File: src/rtl/grill_draw_scheduler.sv
// ============================================================================
// grill_draw_scheduler: cook-phase timer plus round-robin arbitration of the
// steak slots onto the single plotter (req/ack). Rev 1.0
// ============================================================================
`default_nettype none

module grill_draw_scheduler #(
  parameter int         NUM_SLOTS   = 4,
  parameter int         TICK_DIV    = 50000000,
  parameter logic [7:0] X_BASE      = 8'd0,
  parameter logic [7:0] SLOT_X_STEP = 8'd40,
  parameter logic [6:0] SLOT_Y      = 7'd60
) (
  input  logic                    clk,
  input  logic                    resetn,
  input  logic                    cook_enable,
  input  logic [18*NUM_SLOTS-1:0] slot_colours,
  input  logic                    draw_ack,
  output logic                    cook_phase,
  output logic                    draw_req,
  output logic [2:0]              draw_slot,
  output logic [7:0]              draw_x,
  output logic [6:0]              draw_y,
  output logic [8:0]              draw_muscle,
  output logic [8:0]              draw_fat,
  output logic                    busy
);

  localparam int               CNT_W     = $clog2(TICK_DIV);
  localparam logic [CNT_W-1:0] CNT_MAX   = CNT_W'(TICK_DIV - 1);
  localparam logic [2:0]       LAST_SLOT = 3'(NUM_SLOTS - 1);

  typedef enum logic [1:0] {
    S_IDLE = 2'd0,
    S_REQ  = 2'd1,
    S_GAP  = 2'd2
  } state_t;

  state_t                 state_q, state_d;
  logic [CNT_W-1:0]       tick_cnt_q, tick_cnt_d;
  logic                   cook_phase_q, cook_phase_d;
  logic                   draw_req_q, draw_req_d;
  logic [2:0]             slot_q, slot_d;
  logic [2:0]             rr_ptr_q, rr_ptr_d;
  logic [7:0]             x_q, x_d;
  logic [8:0]             muscle_q, muscle_d;
  logic [8:0]             fat_q, fat_d;
  logic [17:0]            shadow_q [NUM_SLOTS];
  logic [17:0]            shadow_d [NUM_SLOTS];
  logic [NUM_SLOTS-1:0]   force_redraw_q, force_redraw_d;

  logic [NUM_SLOTS-1:0]   dirty;
  logic                   any_hi, any_lo;
  logic [2:0]             idx_hi, idx_lo, pick;
  logic [17:0]            pick_colour;

  always_comb begin
    tick_cnt_d   = tick_cnt_q;
    cook_phase_d = cook_phase_q;
    if (cook_enable) begin
      if (tick_cnt_q == CNT_MAX) begin
        tick_cnt_d   = '0;
        cook_phase_d = ~cook_phase_q;
      end else begin
        tick_cnt_d = tick_cnt_q + CNT_W'(1);
      end
    end
  end

  // Descending scans leave the lowest matching index: idx_hi is the first
  // dirty slot at or after rr_ptr, idx_lo the wrap-around fallback.
  always_comb begin
    dirty       = '0;
    any_hi      = 1'b0;
    any_lo      = 1'b0;
    idx_hi      = '0;
    idx_lo      = '0;
    pick_colour = '0;
    for (int i = NUM_SLOTS - 1; i >= 0; i--) begin
      dirty[i] = force_redraw_q[i] | (slot_colours[18*i +: 18] != shadow_q[i]);
      if (dirty[i]) begin
        any_lo = 1'b1;
        idx_lo = 3'(i);
        if (3'(i) >= rr_ptr_q) begin
          any_hi = 1'b1;
          idx_hi = 3'(i);
        end
      end
    end
    pick = any_hi ? idx_hi : idx_lo;
    for (int i = 0; i < NUM_SLOTS; i++) begin
      if (3'(i) == pick) pick_colour = slot_colours[18*i +: 18];
    end
  end

  always_comb begin
    state_d        = state_q;
    draw_req_d     = draw_req_q;
    slot_d         = slot_q;
    rr_ptr_d       = rr_ptr_q;
    x_d            = x_q;
    muscle_d       = muscle_q;
    fat_d          = fat_q;
    shadow_d       = shadow_q;
    force_redraw_d = force_redraw_q;
    case (state_q)
      S_IDLE: begin
        if (any_lo) begin
          slot_d              = pick;
          x_d                 = X_BASE + 8'(pick) * SLOT_X_STEP;
          {muscle_d, fat_d}   = pick_colour;
          draw_req_d          = 1'b1;
          state_d             = S_REQ;
        end
      end
      S_REQ: begin
        if (draw_ack) begin
          for (int i = 0; i < NUM_SLOTS; i++) begin
            if (3'(i) == slot_q) begin
              shadow_d[i]       = {muscle_q, fat_q};
              force_redraw_d[i] = 1'b0;
            end
          end
          rr_ptr_d   = (slot_q == LAST_SLOT) ? 3'd0 : slot_q + 3'd1;
          draw_req_d = 1'b0;
          state_d    = S_GAP;
        end
      end
      S_GAP: begin
        draw_req_d = 1'b0;
        state_d    = S_IDLE;
      end
      default: begin
        draw_req_d = 1'b0;
        state_d    = S_IDLE;
      end
    endcase
  end

  always_ff @(posedge clk) begin
    if (!resetn) begin
      state_q        <= S_IDLE;
      tick_cnt_q     <= '0;
      cook_phase_q   <= 1'b0;
      draw_req_q     <= 1'b0;
      slot_q         <= '0;
      rr_ptr_q       <= '0;
      x_q            <= X_BASE;
      muscle_q       <= '0;
      fat_q          <= '0;
      shadow_q       <= '{default: '0};
      force_redraw_q <= '1;
    end else begin
      state_q        <= state_d;
      tick_cnt_q     <= tick_cnt_d;
      cook_phase_q   <= cook_phase_d;
      draw_req_q     <= draw_req_d;
      slot_q         <= slot_d;
      rr_ptr_q       <= rr_ptr_d;
      x_q            <= x_d;
      muscle_q       <= muscle_d;
      fat_q          <= fat_d;
      shadow_q       <= shadow_d;
      force_redraw_q <= force_redraw_d;
    end
  end

  assign cook_phase  = cook_phase_q;
  assign draw_req    = draw_req_q;
  assign draw_slot   = slot_q;
  assign draw_x      = x_q;
  assign draw_y      = SLOT_Y;
  assign draw_muscle = muscle_q;
  assign draw_fat    = fat_q;
  assign busy        = (state_q != S_IDLE);

endmodule

`default_nettype wire

File: config.mk
export PLATFORM = sky130hd
export DESIGN_NAME = grill_draw_scheduler
export DESIGN_NICKNAME = d
export VERILOG_FILES = /design/src/rtl/grill_draw_scheduler.sv
export SDC_FILE = /design/constraint.sdc
export NUM_CORES = 1
export LEC_CHECK = 0
export ABC_CLOCK_PERIOD_IN_PS = 7100
export CAP_MARGIN = 20
export CORE_MARGIN = 2
export CORE_UTILIZATION = 30
export CTS_BUF_LIST = sky130_fd_sc_hd__clkbuf_4 sky130_fd_sc_hd__clkbuf_8
export CTS_CLUSTER_SIZE = 40
export DETAILED_ROUTE_END_ITERATION = 7
export GPL_TIMING_DRIVEN = 0
export HOLD_SLACK_MARGIN = 0.06
export SLEW_MARGIN = 20
export SYNTH_ARGS = -nofsm -noshare
export SYNTH_HDL_FRONTEND = slang
export SYNTH_SLANG_ARGS = --single-unit
File: constraint.sdc
create_clock -name clk -period 7.1 [get_ports clk]
set_clock_uncertainty 0.2 [all_clocks]
set_input_delay 1.42 -clock clk [delete_from_list [all_inputs] [get_ports clk]]
set_output_delay 1.42 -clock clk [all_outputs]
set_load 0.05 [all_outputs]
Word level (Yosys, flattened, before mapping)
Index checks and enable logic that the tools add are counted.
Widths: inputs -> output; s select.
{ "totals": {"reg_bits": 135, "in_bits": 76, "elab_cells": 93} }
{ "classes": {"addsub": 2, "n_mul": 1, "magnitude_cmp": 4, "n_eq_ne": 15, "n_mux": 37, "n_bitwise": 5, "n_reduce_logical": 12} }
{ "ops": {"columns": ["op", "n"], "rows": [
  ["$mux 18", 4],
  ["$ne 18x18->1", 4],
  ["$mux 3", 11],
  ["$add 26x1->26 const B", 1],
  ["$eq 26x26->1 const B", 1],
  ["$mux 26", 1],
  ["$mux 1", 14],
  ["$eq 2x3->1 const A", 4],
  ["$reduce_and 3->1", 4],
  ["$mux 2", 5],
  ["$reduce_and 2->1", 4],
  ["$eq 1x3->1 const A", 2],
  ["$ge 1x3->1 const A", 2],
  ["$ge 2x3->1 const A", 2],
  ["$logic_not 3->1", 2],
  ["$mul 3x3->5 const B", 1],
  ["$ne 2x2->1 const B", 2],
  ["$or 1x1->1", 4],
  ["$pmux 2 s2", 1],
  ["$add 3x1->3 const B", 1],
  ["$eq 3x2->1 const B", 1],
  ["$eq 2x1->1 const B", 1],
  ["$logic_not 2->1", 1],
  ["$pmux 1 s2", 1],
  ["other kinds (2)", 2]
]} }

Logic depth before layout (Yosys ltp)
{ "logic_depth": {"word_depth": 15, "ltp_mapped": 11, "mapped_depth_nobuf": 8} }

Worst setup path after synthesis
Ideal clock, no wire load.
{ "synth_timing": {"path_type": "input -> register", "startpoint": "input slot_colours[22]", "endpoint": "register fat_q[5] (netlist: draw_fat[5])", "arrival_time_ns": 3.463, "t_required_ns": 6.772, "setup_slack_ns": 3.309, "path_stages": 9, "path_buffers": 1, "cell_sequence": "xor2_1 or4_1 nor4_1 nand4_1 a222oi_1 and3_2 nand3b_4 buf_6 o221ai_2"} }
{ "synth_between": {"elab_chain_len": 11} }
{ "synth_lines": {"columns": ["item", "line", "text"], "rows": [
  ["from (decl)", "17", "input logic [18*NUM_SLOTS-1:0] slot_colours,"],
  ["$ne 18x18->1 (*)", "80", "dirty[i] = force_redraw_q[i] | (slot_colours[18*i +: 18] != shadow_q[i]);"],
  ["$or 1x1->1 (*)", "80", null],
  ["$mux 3 / $mux 1 (equally long branches)", "81", "if (dirty[i]) begin"],
  ["$mux 3 / $mux 1 (equally long branches)", "84", "if (3'(i) >= rr_ptr_q) begin"],
  ["$mux 3 / $mux 1 (equally long branches)", "81", null],
  ["$mux 3", "90", "pick = any_hi ? idx_hi : idx_lo;"],
  ["$logic_not 3->1", "92", "if (3'(i) == pick) pick_colour = slot_colours[18*i +: 18];"],
  ["$mux 18 (4 in a row)", "92", null],
  ["to (signal assigned)", "162", "fat_q <= fat_d;"],
  ["to (decl)", "47", "logic [8:0] fat_q, fat_d;"]
]} }
Mark *: on every way between the ends. The rest lies on a longest branch, timed or not.
A chain may end at the register's enable or synchronous reset.

Worst setup path in the final report
{ "layout_timing": {"startpoint": "input slot_colours[2]", "endpoint": "register muscle_q[0] (netlist: draw_muscle[0])"} }
{ "layout_between": {"elab_chain_len": 9} }
{ "layout_lines": {"columns": ["item", "line", "text"], "rows": [
  ["$ne 18x18->1 (*)", "80", null],
  ["$or 1x1->1 (*)", "80", null],
  ["$mux 3 / $mux 1 (equally long branches)", "81", null],
  ["$mux 3", "90", null],
  ["$logic_not 3->1", "92", null],
  ["$mux 18 (4 in a row)", "92", null],
  ["to (signal assigned)", "161", "muscle_q <= muscle_d;"],
  ["to (decl)", "46", "logic [8:0] muscle_q, muscle_d;"]
]} }
Marks and branches as above.

==> out/metrics.cfg <==
[placed_design]
gp_congestion = 0.8283
pre_cts_ws_ns = 2.188
hpwl_um = 14310
io_buffers = 101

[run]
drv_cap = 0

[clock_tree]
clock_path_buffers = 2
cts_tree = built
numClockSinks = 127
path_clk_slew_ns = 0.08
cts-resized-gates = 0
cts_buffers = 17
clk-insertion-delay-late_ns = 0.46
root_buffer = clkbuf_8
post_cts_buffers = 0
cts_max_level = 4
hold_buffers = 0

[yosys]
ys_seq_elements = 127
ys_seq_area_share_pct = 39.99
synth_cell_type_count = 39
ys.flop_type = dfxtp_1
synth_area_per_cell_um2 = 8.781
synth_warnings = 0
synth_cells = 724
syn_area_um2 = 6357
async_reset_ff_share_pct = 0
synth_edf_count = 0

[global_route]
grt_pass1_vias = 5120
gr-usage-met3_pct = 3.659
grt_use_met2_pct = 26.33
use_met1_pct = 24.00
grt-ovfl-total = 0
antenna_found_initial = 0
grt_start_max_net_pins = 17
grt_use_total_pct = 17.21
grt.busiest_layer = met2
grt_pass1_wl_um = 28880

[timing]
fmax_mhz = 225.2
setup_slack_ns = 2.659
slew_violations = 0
setup_violations = 0
hold_viol_final = 0
finalSetupTns_ns = 0
rsz0062_at_grt = false
fin_crit_ns = 4.441
tightestPinTransition_ns = 0.6163
min_period_over_period_pct = 62.55
hold_ws_ns = 0.2468
slew_headroom_pct = 58.53

[setup_path]
reg2reg_depth = 10
ff2ff_setup_slack_ns = 3.75
worst_path_max_delay_cell = or4_1
r2r-start = shadow_q[69]$_SDFFE_PN0P_
crit_chain = clkdlybuf4s50_1 -> xor2_1 -> nor4_1 -> nand4_1 -> or4_1 -> o21ai_0 -> o221a_2 -> buf_4 -> buf_4 -> mux2i_1 -> o221ai_2
critPathLaunchType = primary input
cp-end-kind = flip-flop
r2r-end = draw_muscle[0]$_SDFFE_PN0P_
arrival_ns = 4.58
cp_max_fo = 10
worstPathRequired_ns = 7.24
critical_path_class = primary input to flip-flop
critPathMostFrequentCell = buf_4
slowest_delay_ns = 0.54

[outcome]
outcome = finished, final reports clean

[pwr]
p_total_mw = 1.639
p_per_area_nw_per_um2 = 201.7
leakage_nw = 2.821
ir_drop_v = 0.00009024

[route]
vias = 5310
drtIter0Drc = 272
drtAntennaViolNets = 0
routedWlPerCell_um = 16.38
drc = 0
via_per_inst = 4.650
routed_wirelength_um = 18710
first_pass_iters = 6

[hold_path]
hp-start = force_redraw_q[1]$_SDFFE_PN1P_
holdPathEnd = force_redraw_q[1]$_SDFFE_PN1P_
min_path_cells = 2
min_path_type = flip-flop to flip-flop

[final_layout]
drive_gt1_share_pct = 8.535
area_delta_synth_final_pct = 27.79
final_common_cell = nand2_1
layout_common_cells = nand2_1, dfxtp_1, clkdlybuf4s50_1
layout.nets = 935
diodes = 0

[floorplan]
die-area_um2 = 22370
io_pins = 115
initial_core_util_pct = 30.43
core_area_um2 = 20890
fp-row-count = 53
fp.dieH_um = 149.6
fp.dieW_um = 149.6

## through the flow
step / instance area (um2) / utilization (%) / cells
6_report: 8124 / 38.89 / 1142
5_1_grt: 8124 / 38.89 / 1142
4_1_cts: 8124 / 38.89 / 1142
3_5_place_dp: 7750 / 37.10 / 1110
3_3_place_gp: 7750 / 37.10 / 1110
2_1_floorplan: 6395 / - / 734
## per-layer routing
metal | vias up | wire length [um]
met5 | - | 0
met4 | 0 | 342
met3 | 22 | 868
met2 | 130 | 8341
met1 | 2481 | 9154
li1 | 2677 | -
## cell type report
type / instances / area, um2
fillers: 2131 / 12760
multi-input cells: 552 / 3526
flip-flops and latches: 127 / 2542
repair buffers: 101 / 1011
well taps: 275 / 344.1
plain buffers: 50 / 307.8
clock buffers: 18 / 241.5
clock inverters: 14 / 132.6
inverters: 5 / 18.77
## cells by family after synthesis
logic type | synth area share (%)
and+or+nand+nor | 21.16
muxes | 5.983
buffers and inverters | 5.137
AOI/OAI and AO/OA | 13.40
xor gates and xnor gates | 13.23
other | 0.1181
adders and majority gates | 0.9841
DFF | 39.99
## critical path: cells and delay by family
kind | cells | cell delay (ns)
xor gates and xnor gates | 1 | 0.20
muxes | 1 | 0.36
buffers and inverters | 3 | 0.94
AOI/OAI and AO/OA | 3 | 0.54
and+or+nand+nor | 3 | 1.10
## sequential cells by signal, indices dropped and copies added (netlist names)
signal          cells
shadow_q           72
tick_cnt_q         26
draw_fat            9
draw_muscle         9
force_redraw_q      4
draw_x              2
rr_ptr_q            2
state_q             2
cook_phase          1
## power by group
part	internal, mW	switching, mW	total [mW]
Sequential	0.729	0.0303	0.759
Combinational	0.115	0.154	0.269
Clock	0.287	0.324	0.611
## how the worst max path moves through the flow
stage | start | to | cells after the start
2_1_floorplan | slot_colours[22] | draw_fat[5]$_SDFFE_PN0P_ | 9
3_3_place_gp | slot_colours[2] | draw_muscle[1]$_SDFFE_PN0P_ | 11
3_5_place_dp | slot_colours[15] | draw_fat[7]$_SDFFE_PN0P_ | 11
4_1_cts | slot_colours[15] | draw_fat[7]$_SDFFE_PN0P_ | 11
5_1_grt | slot_colours[2] | draw_muscle[1]$_SDFFE_PN0P_ | 11
6_report | slot_colours[2] | draw_muscle[0]$_SDFFE_PN0P_ | 11
## cells in the mapped netlist (3+ instances only)
master / number / area, um2
inv_1: 5 / 18.77
o221ai_1: 7 / 61.31
nor2_1: 32 / 120.1
xnor2_1: 44 / 385.4
o221ai_2: 11 / 165.2
ha_1: 5 / 62.56
dfxtp_1: 127 / 2542
nand4_1: 19 / 118.9
nor4_1: 12 / 75.07
mux2i_1: 38 / 380.4
a21boi_0: 72 / 540.5
clkbuf_1: 23 / 86.33
nand3_1: 13 / 65.06
buf_6: 6 / 67.56
o21ai_0: 3 / 15.01
buf_4: 20 / 150.1
and4_1: 3 / 26.28
nor2b_1: 6 / 37.54
nand2_1: 187 / 701.9
and3_1: 3 / 18.77
and2_1: 9 / 56.30
a21oi_1: 6 / 30.03
or3_1: 3 / 18.77
xor2_1: 52 / 455.4
Note: power is estimated with default switching activity, not from simulation.
